==> src/rtl/uart_cmd_pkg.sv <==
// Shared definitions for the UART command parser: ASCII codes, state encoding
// and hex conversion helpers.
package uart_cmd_pkg;

   localparam logic [7:0] ASC_L  = 8'h4C;
   localparam logic [7:0] ASC_l  = 8'h6C;
   localparam logic [7:0] ASC_R  = 8'h52;
   localparam logic [7:0] ASC_r  = 8'h72;
   localparam logic [7:0] ASC_CR = 8'h0D;
   localparam logic [7:0] ASC_LF = 8'h0A;
   localparam logic [7:0] ASC_O  = 8'h4F;
   localparam logic [7:0] ASC_K  = 8'h4B;
   localparam logic [7:0] ASC_E  = 8'h45;

   typedef enum logic [2:0] {
      IDLE,
      GOT_L,
      GOT_H1,
      GOT_H2,
      GOT_R,
      TX_LOAD,
      TX_WAIT_BUSY,
      TX_WAIT_IDLE
   } state_t;

   typedef struct packed {
      logic       valid;
      logic [3:0] nib;
   } hex_nib_t;

   function automatic hex_nib_t hex_to_nib(input logic [7:0] c);
      hex_nib_t r;
      r.valid = 1'b1;
      r.nib   = 4'h0;
      if (c >= 8'h30 && c <= 8'h39)
         r.nib = 4'(c - 8'h30);
      else if (c >= 8'h41 && c <= 8'h46)
         r.nib = 4'(c - 8'h37);
      else if (c >= 8'h61 && c <= 8'h66)
         r.nib = 4'(c - 8'h57);
      else
         r.valid = 1'b0;
      return r;
   endfunction

   // Replies always use uppercase hex.
   function automatic logic [7:0] nib_to_hex(input logic [3:0] n);
      return (n < 4'd10) ? (8'h30 + {4'h0, n}) : (8'h37 + {4'h0, n});
   endfunction

endpackage

==> src/rtl/uart_reply_tx.sv <==
// Holds a 4-byte reply and feeds it to the UART transmitter one byte at a time,
// waiting for a full busy->idle cycle of the TX line between strobes.
module uart_reply_tx
   import uart_cmd_pkg::*;
(
   input  logic            clk,
   input  logic            i_rst,
   input  logic            start,
   input  logic [3:0][7:0] bytes,
   input  logic            is_transmitting,
   output logic            transmit,
   output logic [7:0]      tx_byte,
   output logic            done
);

   state_t          state_reg, state_next;
   logic [1:0]      idx_reg, idx_next;
   logic [3:0][7:0] reply_reg;
   logic            transmit_reg;
   logic [7:0]      tx_byte_reg;
   logic            load_reply;
   logic            fire;

   always_ff @(posedge clk or posedge i_rst) begin
      if (i_rst) begin
         state_reg    <= IDLE;
         idx_reg      <= 2'd0;
         reply_reg    <= '0;
         transmit_reg <= 1'b0;
         tx_byte_reg  <= 8'h00;
      end else begin
         state_reg    <= state_next;
         idx_reg      <= idx_next;
         transmit_reg <= fire;
         if (load_reply)
            reply_reg <= bytes;
         // tx_byte only changes on a new strobe, so it stays stable while the UART shifts it out.
         if (fire)
            tx_byte_reg <= reply_reg[idx_reg];
      end
   end

   always_comb begin
      state_next = state_reg;
      idx_next   = idx_reg;
      load_reply = 1'b0;
      fire       = 1'b0;
      done       = 1'b0;
      case (state_reg)
         IDLE: begin
            if (start) begin
               load_reply = 1'b1;
               idx_next   = 2'd0;
               state_next = TX_LOAD;
            end
         end
         TX_LOAD: begin
            if (!is_transmitting) begin
               fire       = 1'b1;
               state_next = TX_WAIT_BUSY;
            end
         end
         TX_WAIT_BUSY: begin
            if (is_transmitting)
               state_next = TX_WAIT_IDLE;
         end
         TX_WAIT_IDLE: begin
            if (!is_transmitting) begin
               idx_next = idx_reg + 2'd1;
               if (idx_reg == 2'd3) begin
                  done       = 1'b1;
                  state_next = IDLE;
               end else begin
                  state_next = TX_LOAD;
               end
            end
         end
         default: state_next = IDLE;
      endcase
   end

   assign transmit = transmit_reg;
   assign tx_byte  = tx_byte_reg;

endmodule

==> src/rtl/uart_cmd_parser.sv <==
// ASCII line-command parser ("Lhh" sets LEDs, "R" reads them) sitting between
// the UART RX and TX ports; replies are sent through uart_reply_tx.
module uart_cmd_parser
   import uart_cmd_pkg::*;
#(
   parameter int unsigned TimeoutCycles = 100_000_000,
   parameter logic [7:0]  LedResetValue = 8'h00
) (
   input  logic       clk,
   input  logic       i_rst,
   input  logic       i_received,
   input  logic [7:0] i_rx_byte,
   input  logic       i_recv_error,
   input  logic       i_is_transmitting,
   output logic       o_transmit,
   output logic [7:0] o_tx_byte,
   output logic [7:0] o_led,
   output logic       o_busy,
   output logic       o_cmd_error,
   output logic       o_rx_dropped
);

   localparam int unsigned CntW = (TimeoutCycles < 2) ? 1 : $clog2(TimeoutCycles + 1);

   state_t          state_reg, state_next;
   logic [7:0]      led_reg, led_next;
   logic [7:0]      byte_reg, byte_next;
   logic [CntW-1:0] cnt_reg, cnt_next;
   logic            cmd_error_reg, rx_dropped_reg;
   logic            cmd_error, rx_dropped;
   logic            start;
   logic            bad;
   logic [3:0][7:0] reply;
   logic            tx_done;
   hex_nib_t        rx_hex;
   logic            rx_eol;
   logic            timeout_hit;

   assign rx_hex      = hex_to_nib(i_rx_byte);
   assign rx_eol      = (i_rx_byte == ASC_CR) || (i_rx_byte == ASC_LF);
   assign timeout_hit = (TimeoutCycles != 0) && (cnt_reg == CntW'(TimeoutCycles));

   always_ff @(posedge clk or posedge i_rst) begin
      if (i_rst) begin
         state_reg      <= IDLE;
         led_reg        <= LedResetValue;
         byte_reg       <= 8'h00;
         cnt_reg        <= '0;
         cmd_error_reg  <= 1'b0;
         rx_dropped_reg <= 1'b0;
      end else begin
         state_reg      <= state_next;
         led_reg        <= led_next;
         byte_reg       <= byte_next;
         cnt_reg        <= cnt_next;
         cmd_error_reg  <= cmd_error;
         rx_dropped_reg <= rx_dropped;
      end
   end

   // TX_LOAD here just means "a reply is owned by uart_reply_tx"; its sub-states live there.
   always_comb begin
      state_next = state_reg;
      led_next   = led_reg;
      byte_next  = byte_reg;
      cnt_next   = cnt_reg;
      start      = 1'b0;
      bad        = 1'b0;
      cmd_error  = 1'b0;
      rx_dropped = 1'b0;
      reply[0]   = ASC_O;
      reply[1]   = ASC_K;
      reply[2]   = ASC_CR;
      reply[3]   = ASC_LF;
      case (state_reg)
         TX_LOAD, TX_WAIT_BUSY, TX_WAIT_IDLE: begin
            rx_dropped = i_received;
            if (tx_done)
               state_next = IDLE;
         end
         default: begin
            if (i_recv_error) begin
               bad = 1'b1;
            end else if (i_received) begin
               cnt_next = '0;
               case (state_reg)
                  IDLE: begin
                     if (i_rx_byte == ASC_L || i_rx_byte == ASC_l)
                        state_next = GOT_L;
                     else if (i_rx_byte == ASC_R || i_rx_byte == ASC_r)
                        state_next = GOT_R;
                     else if (!rx_eol)
                        bad = 1'b1;
                  end
                  GOT_L: begin
                     if (rx_hex.valid) begin
                        byte_next[7:4] = rx_hex.nib;
                        state_next     = GOT_H1;
                     end else begin
                        bad = 1'b1;
                     end
                  end
                  GOT_H1: begin
                     if (rx_hex.valid) begin
                        byte_next[3:0] = rx_hex.nib;
                        state_next     = GOT_H2;
                     end else begin
                        bad = 1'b1;
                     end
                  end
                  GOT_H2: begin
                     if (rx_eol) begin
                        led_next   = byte_reg;
                        start      = 1'b1;
                        state_next = TX_LOAD;
                     end else begin
                        bad = 1'b1;
                     end
                  end
                  GOT_R: begin
                     if (rx_eol) begin
                        reply[0]   = nib_to_hex(led_reg[7:4]);
                        reply[1]   = nib_to_hex(led_reg[3:0]);
                        start      = 1'b1;
                        state_next = TX_LOAD;
                     end else begin
                        bad = 1'b1;
                     end
                  end
                  default: bad = 1'b1;
               endcase
            end else if (state_reg != IDLE) begin
               if (timeout_hit) begin
                  state_next = IDLE;
                  cnt_next   = '0;
               end else begin
                  cnt_next = cnt_reg + CntW'(1);
               end
            end
            if (bad) begin
               reply[0]   = ASC_E;
               reply[1]   = ASC_R;
               reply[2]   = ASC_CR;
               reply[3]   = ASC_LF;
               start      = 1'b1;
               cmd_error  = 1'b1;
               led_next   = led_reg;
               state_next = TX_LOAD;
            end
         end
      endcase
   end

   uart_reply_tx u_reply_tx (
      .clk             (clk),
      .i_rst           (i_rst),
      .start           (start),
      .bytes           (reply),
      .is_transmitting (i_is_transmitting),
      .transmit        (o_transmit),
      .tx_byte         (o_tx_byte),
      .done            (tx_done)
   );

   assign o_led        = led_reg;
   assign o_busy       = (state_reg != IDLE);
   assign o_cmd_error  = cmd_error_reg;
   assign o_rx_dropped = rx_dropped_reg;

endmodule

==> config.mk <==
export PLATFORM = sky130hd
export DESIGN_NAME = uart_cmd_parser
export DESIGN_NICKNAME = d
export VERILOG_FILES = /design/src/rtl/uart_cmd_pkg.sv /design/src/rtl/uart_reply_tx.sv /design/src/rtl/uart_cmd_parser.sv
export SDC_FILE = /design/constraint.sdc
export NUM_CORES = 1
export LEC_CHECK = 0
export CORE_MARGIN = 10
export CORE_UTILIZATION = 63
export DETAILED_ROUTE_END_ITERATION = 16
export GPL_ROUTABILITY_DRIVEN = 1
export MAX_ROUTING_LAYER = met4
export PLACE_DENSITY = 0.85
export SYNTH_ARGS = -nofsm -noshare
export SYNTH_HDL_FRONTEND = slang
export SYNTH_SLANG_ARGS = --single-unit
==> constraint.sdc <==
create_clock -name clk -period 4.4 [get_ports clk]
set_input_delay 0.88 -clock clk [delete_from_list [all_inputs] [get_ports clk]]
set_output_delay 0.88 -clock clk [all_outputs]
set_load 0.01 [all_outputs]
==> results.txt <==
- Via count: 3144
* Clock tree root driver cell: sky130_fd_sc_hd__clkbuf_8
- Skew final: 0.00742 ns
- Data arrival time of the worst path: 3.70 ns
* Critical path start-end classification: input port to flop
- Setup violations remaining at the end of the flow were counted as 0.
* Part of the power in registers: 44.9%
- Initial DRC count: 216
- From synthesis to final layout, the design area changed by 13.2%.
* Max cap viols: 0
- Via count of the first global-routing pass: 3077
- Max-slew violation count: 0
* IO Port Bufs: 31
* Total wire length after detailed routing: 8390 um
* Number of H-tree levels: 3
- Remaining DRCs: 0
- Setup TNS Final: 0 ns
- Leakage dissipation: 2.11 nW
- At the pin with the least slew margin, the transition time is 0.964 ns.
- The worst setup path is launched from an input port.
* Worst hold path type: flop to flop
* Initial standard-cell utilization of the core: 64.9%
- Setup repair after global routing left no endpoint under its margin.
- In this run the power density over the cells is 428 mW/mm^2.
* First-pass iteration count of the detailed router: 5
- The count of nets left with antenna violations once routing finished came out at 0.
* Share of the clock period used by the worst path: 78.6%
- The register with the most flip-flops in the layout has 27 of them.
- Max-slew headroom: 35.7%
- In this run the standard cell core region covers 0.00635 mm^2.
- Cell taking the most area after synthesis: sky130_fd_sc_hd__dfrtp_1
- Peak ir drop on the vdd network: 0.327 mV
- Proportion of layout cells with a drive suffix above 1: 10.5%
* Ordered list of cells on the worst path: clkdlybuf4s50_1, inv_1, ha_1, nor4bb_1, a31oi_1, o211a_1, o21ai_1, a2111o_1, mux2_2
* Inst Count DP: 516
- Overall power consumption after layout is estimated at 0.00200 W.
- Number of fill cells in the layout: 436
- Net switching power of the design: 0.000663 W
* Clock transition at the registers of the reported paths: 0.08 ns
- In the synthesized netlist the async set-or-reset flop fraction comes to 100%.
- Cts repair resizes: 0
* Fin nets: 473
* Number of I/O pins: 33
* Die area: 0.0102 mm^2
* Wire length of the first global-routing pass: 14300 um
- In the layout the commonest cells are sky130_fd_sc_hd__dfrtp_1, sky130_fd_sc_hd__nand2_1, sky130_fd_sc_hd__nor2_1.
- Final critical delay including setup and external delays: 3.46 ns
- Clock sink count: 76
- Hold buffer count at cts: 0
- Final Non-Filler Cells: 532
* Die height: 101 um
* Number of diodes added for antenna fixing: 0
- Summed over its instances, the top area cell type makes up 46.1% of the synthesized netlist area.
- In this design, the stage delay of the slowest critical-path cell is 0.69 ns.
- During synthesis, Yosys emitted a total of 0 warnings.
* TritonCTS clock tree: done
- Summed over all layers, the global routing overflow is 0.
- Register bit count reported by yosys: 76
- The slowest stage of the critical path belongs to the cell sky130_fd_sc_hd__a2111o_1.
* Share of synthesized area occupied by flip-flops and latches: 46.1%
- HPWL after detailed placement: 6060 um
- In the routed layout, each cell is associated on average with a via count of 5.91.
- Fraction of power consumed by combinational cells: 27.3%
- Number of failing hold endpoints at the final stage: 0
* Average wire length per cell after detail routing: 15.8 um
- Placement Rows: 29
* Syn Inst Count: 422
* Cell Area, Placed: 0.00446 mm^2
- Non-Filler Cell Area, Final: 0.00466 mm^2
* Fraction of power spent switching nets: 33.2%
* Syn nets: 445
* Number of buffers created by CTS: 9
- Prior to clock tree synthesis, the placed netlist has a worst setup slack of 0.624 ns.
- Initial antenna violation count: 0
- Endpoint kind of the worst setup timing path: flop
* Distinct cells, synth: 54
- Status: complete, no violations
* Final worst-path setup slack: 0.942 ns
- The share of total power dissipated in the clock network is 27.8%.
- Max FO, Critical Path: 19
- Total routing usage reported by global routing: 17.5%
* RePlAce Congestion: 0.994
- Count of flip-flops with a built-in enable after synthesis: 0
* Post-synthesis average cell area: 9.77 um^2
* Die W: 101 um
- Critical path required time: 4.64 ns
- Primary flip-flop cell chosen by synthesis mapping: sky130_fd_sc_hd__dfrtp_1
- Entering global routing, the biggest net connects 41 pins.
* Most frequent standard cell in the layout excluding fill and tap cells: sky130_fd_sc_hd__dfrtp_1
- Top area cells in the synthesized netlist: sky130_fd_sc_hd__dfrtp_1, sky130_fd_sc_hd__mux2_2, sky130_fd_sc_hd__xor2_1
* FMAX: 289 MHz
- The clock reaches the later pin of the worst-skew pair after 0.36 ns.
* Internal power of the cells: 0.00134 W
- In this run the cell area of the synthesized design comes to 0.00412 mm^2.
- Buffer depth of the longest clock path: 2
- Post-CTS Setup Bufs: 0
## routing by layer
layer	GRT usage [%]	part of all wire, %
met2	27.1	48
met5	-	0
met3	3.98	4.5
met1	22.1	46
met4	5.87	1.7
## cell families (layout without fill, tap and decap cells)
group                      after synthesis  in the layout  share of synthesized area (%)
and+or+nand+nor                        169            169                           21.4
DFF                                     76             76                           46.1
AOI/OAI and AO/OA                       62             62                           9.50
buffers and inverters                   39             72                           4.22
muxes                                   36             36                           9.47
xor gates and xnor gates                29             29                           6.16
adders and majority gates               10             10                           3.04
other                                    1              1                         0.0910
## final cells by class
cell class,instances,area [um^2],share of cell area [%]
timing repair buffer,33,325,6.97
multi-input combinational,307,2050,43.9
sequential,76,1900,40.8
tap,77,96.3,2.07
clock buffer,10,138,2.95
clock inverter,6,71.3,1.53
inverter,23,86.3,1.85
## through the flow
stage / hold slack, ns / util [%]
finish: 0.481 / 73.5
global route: 0.507 / 73.5
CTS: 0.485 / 73.5
detailed placement: 0.465 / 70.2
floorplan: 0.435 / -
global placement: 0.451 / 70.2
## worst paths after layout
check,from,to,slack (ns),depth (start not counted)
max in group asynchronous,i_rst,u_reply_tx.state_reg[2]$_DFFE_PP0P_,2.44,3
worst min register to register,u_reply_tx.tx_byte[2]$_DFFE_PP0P_,u_reply_tx.tx_byte[2]$_DFFE_PP0P_,0.48,2
worst min-delay path,u_reply_tx.tx_byte[2]$_DFFE_PP0P_,u_reply_tx.tx_byte[2]$_DFFE_PP0P_,0.48,2
min in group asynchronous,i_rst,u_reply_tx.transmit$_DFF_PP0_,1.00,2
worst max-delay path,i_rx_byte[0],u_reply_tx.reply_reg[12]$_DFFE_PP0P_,0.94,9
worst max register to register,state_reg[0]$_DFFE_PP0P_,u_reply_tx.reply_reg[8]$_DFFE_PP0P_,1.56,6
## synth_stat cells, types with 7 or more instances
| master | number |
|---|---|
| sky130_fd_sc_hd__a21oi_1 | 18 |
| sky130_fd_sc_hd__xor2_1 | 21 |
| sky130_fd_sc_hd__nand2_1 | 46 |
| sky130_fd_sc_hd__nand4_1 | 14 |
| sky130_fd_sc_hd__and2_1 | 7 |
| sky130_fd_sc_hd__o21ai_0 | 17 |
| sky130_fd_sc_hd__nor2_1 | 42 |
| sky130_fd_sc_hd__xnor2_1 | 8 |
| sky130_fd_sc_hd__inv_1 | 23 |
| sky130_fd_sc_hd__nand3_1 | 13 |
| sky130_fd_sc_hd__buf_2 | 7 |
| sky130_fd_sc_hd__mux2_2 | 23 |
| sky130_fd_sc_hd__ha_1 | 10 |
| sky130_fd_sc_hd__mux2i_1 | 12 |
| sky130_fd_sc_hd__dfrtp_1 | 76 |
## power groups by stage
stage | registers [W] | clock network, W | logic, W
floorplan | 0.000882 | 0 | 0.000407
global placement | 0.000903 | 0 | 0.000527
detailed placement | 0.000908 | 0 | 0.000540
CTS | 0.000895 | 0.000566 | 0.000546
global route | 0.000912 | 0.000593 | 0.000606
finish | 0.000897 | 0.000555 | 0.000546
## critical path, delay by kind of cell
family | cells | cell delay [ns]
buffers and inverters | 2 | 0.62
AOI/OAI and AO/OA | 4 | 1.31
and+or+nand+nor | 1 | 0.28
muxes | 1 | 0.41
adders and majority gates | 1 | 0.19
Power figures use the tool's default switching activity.
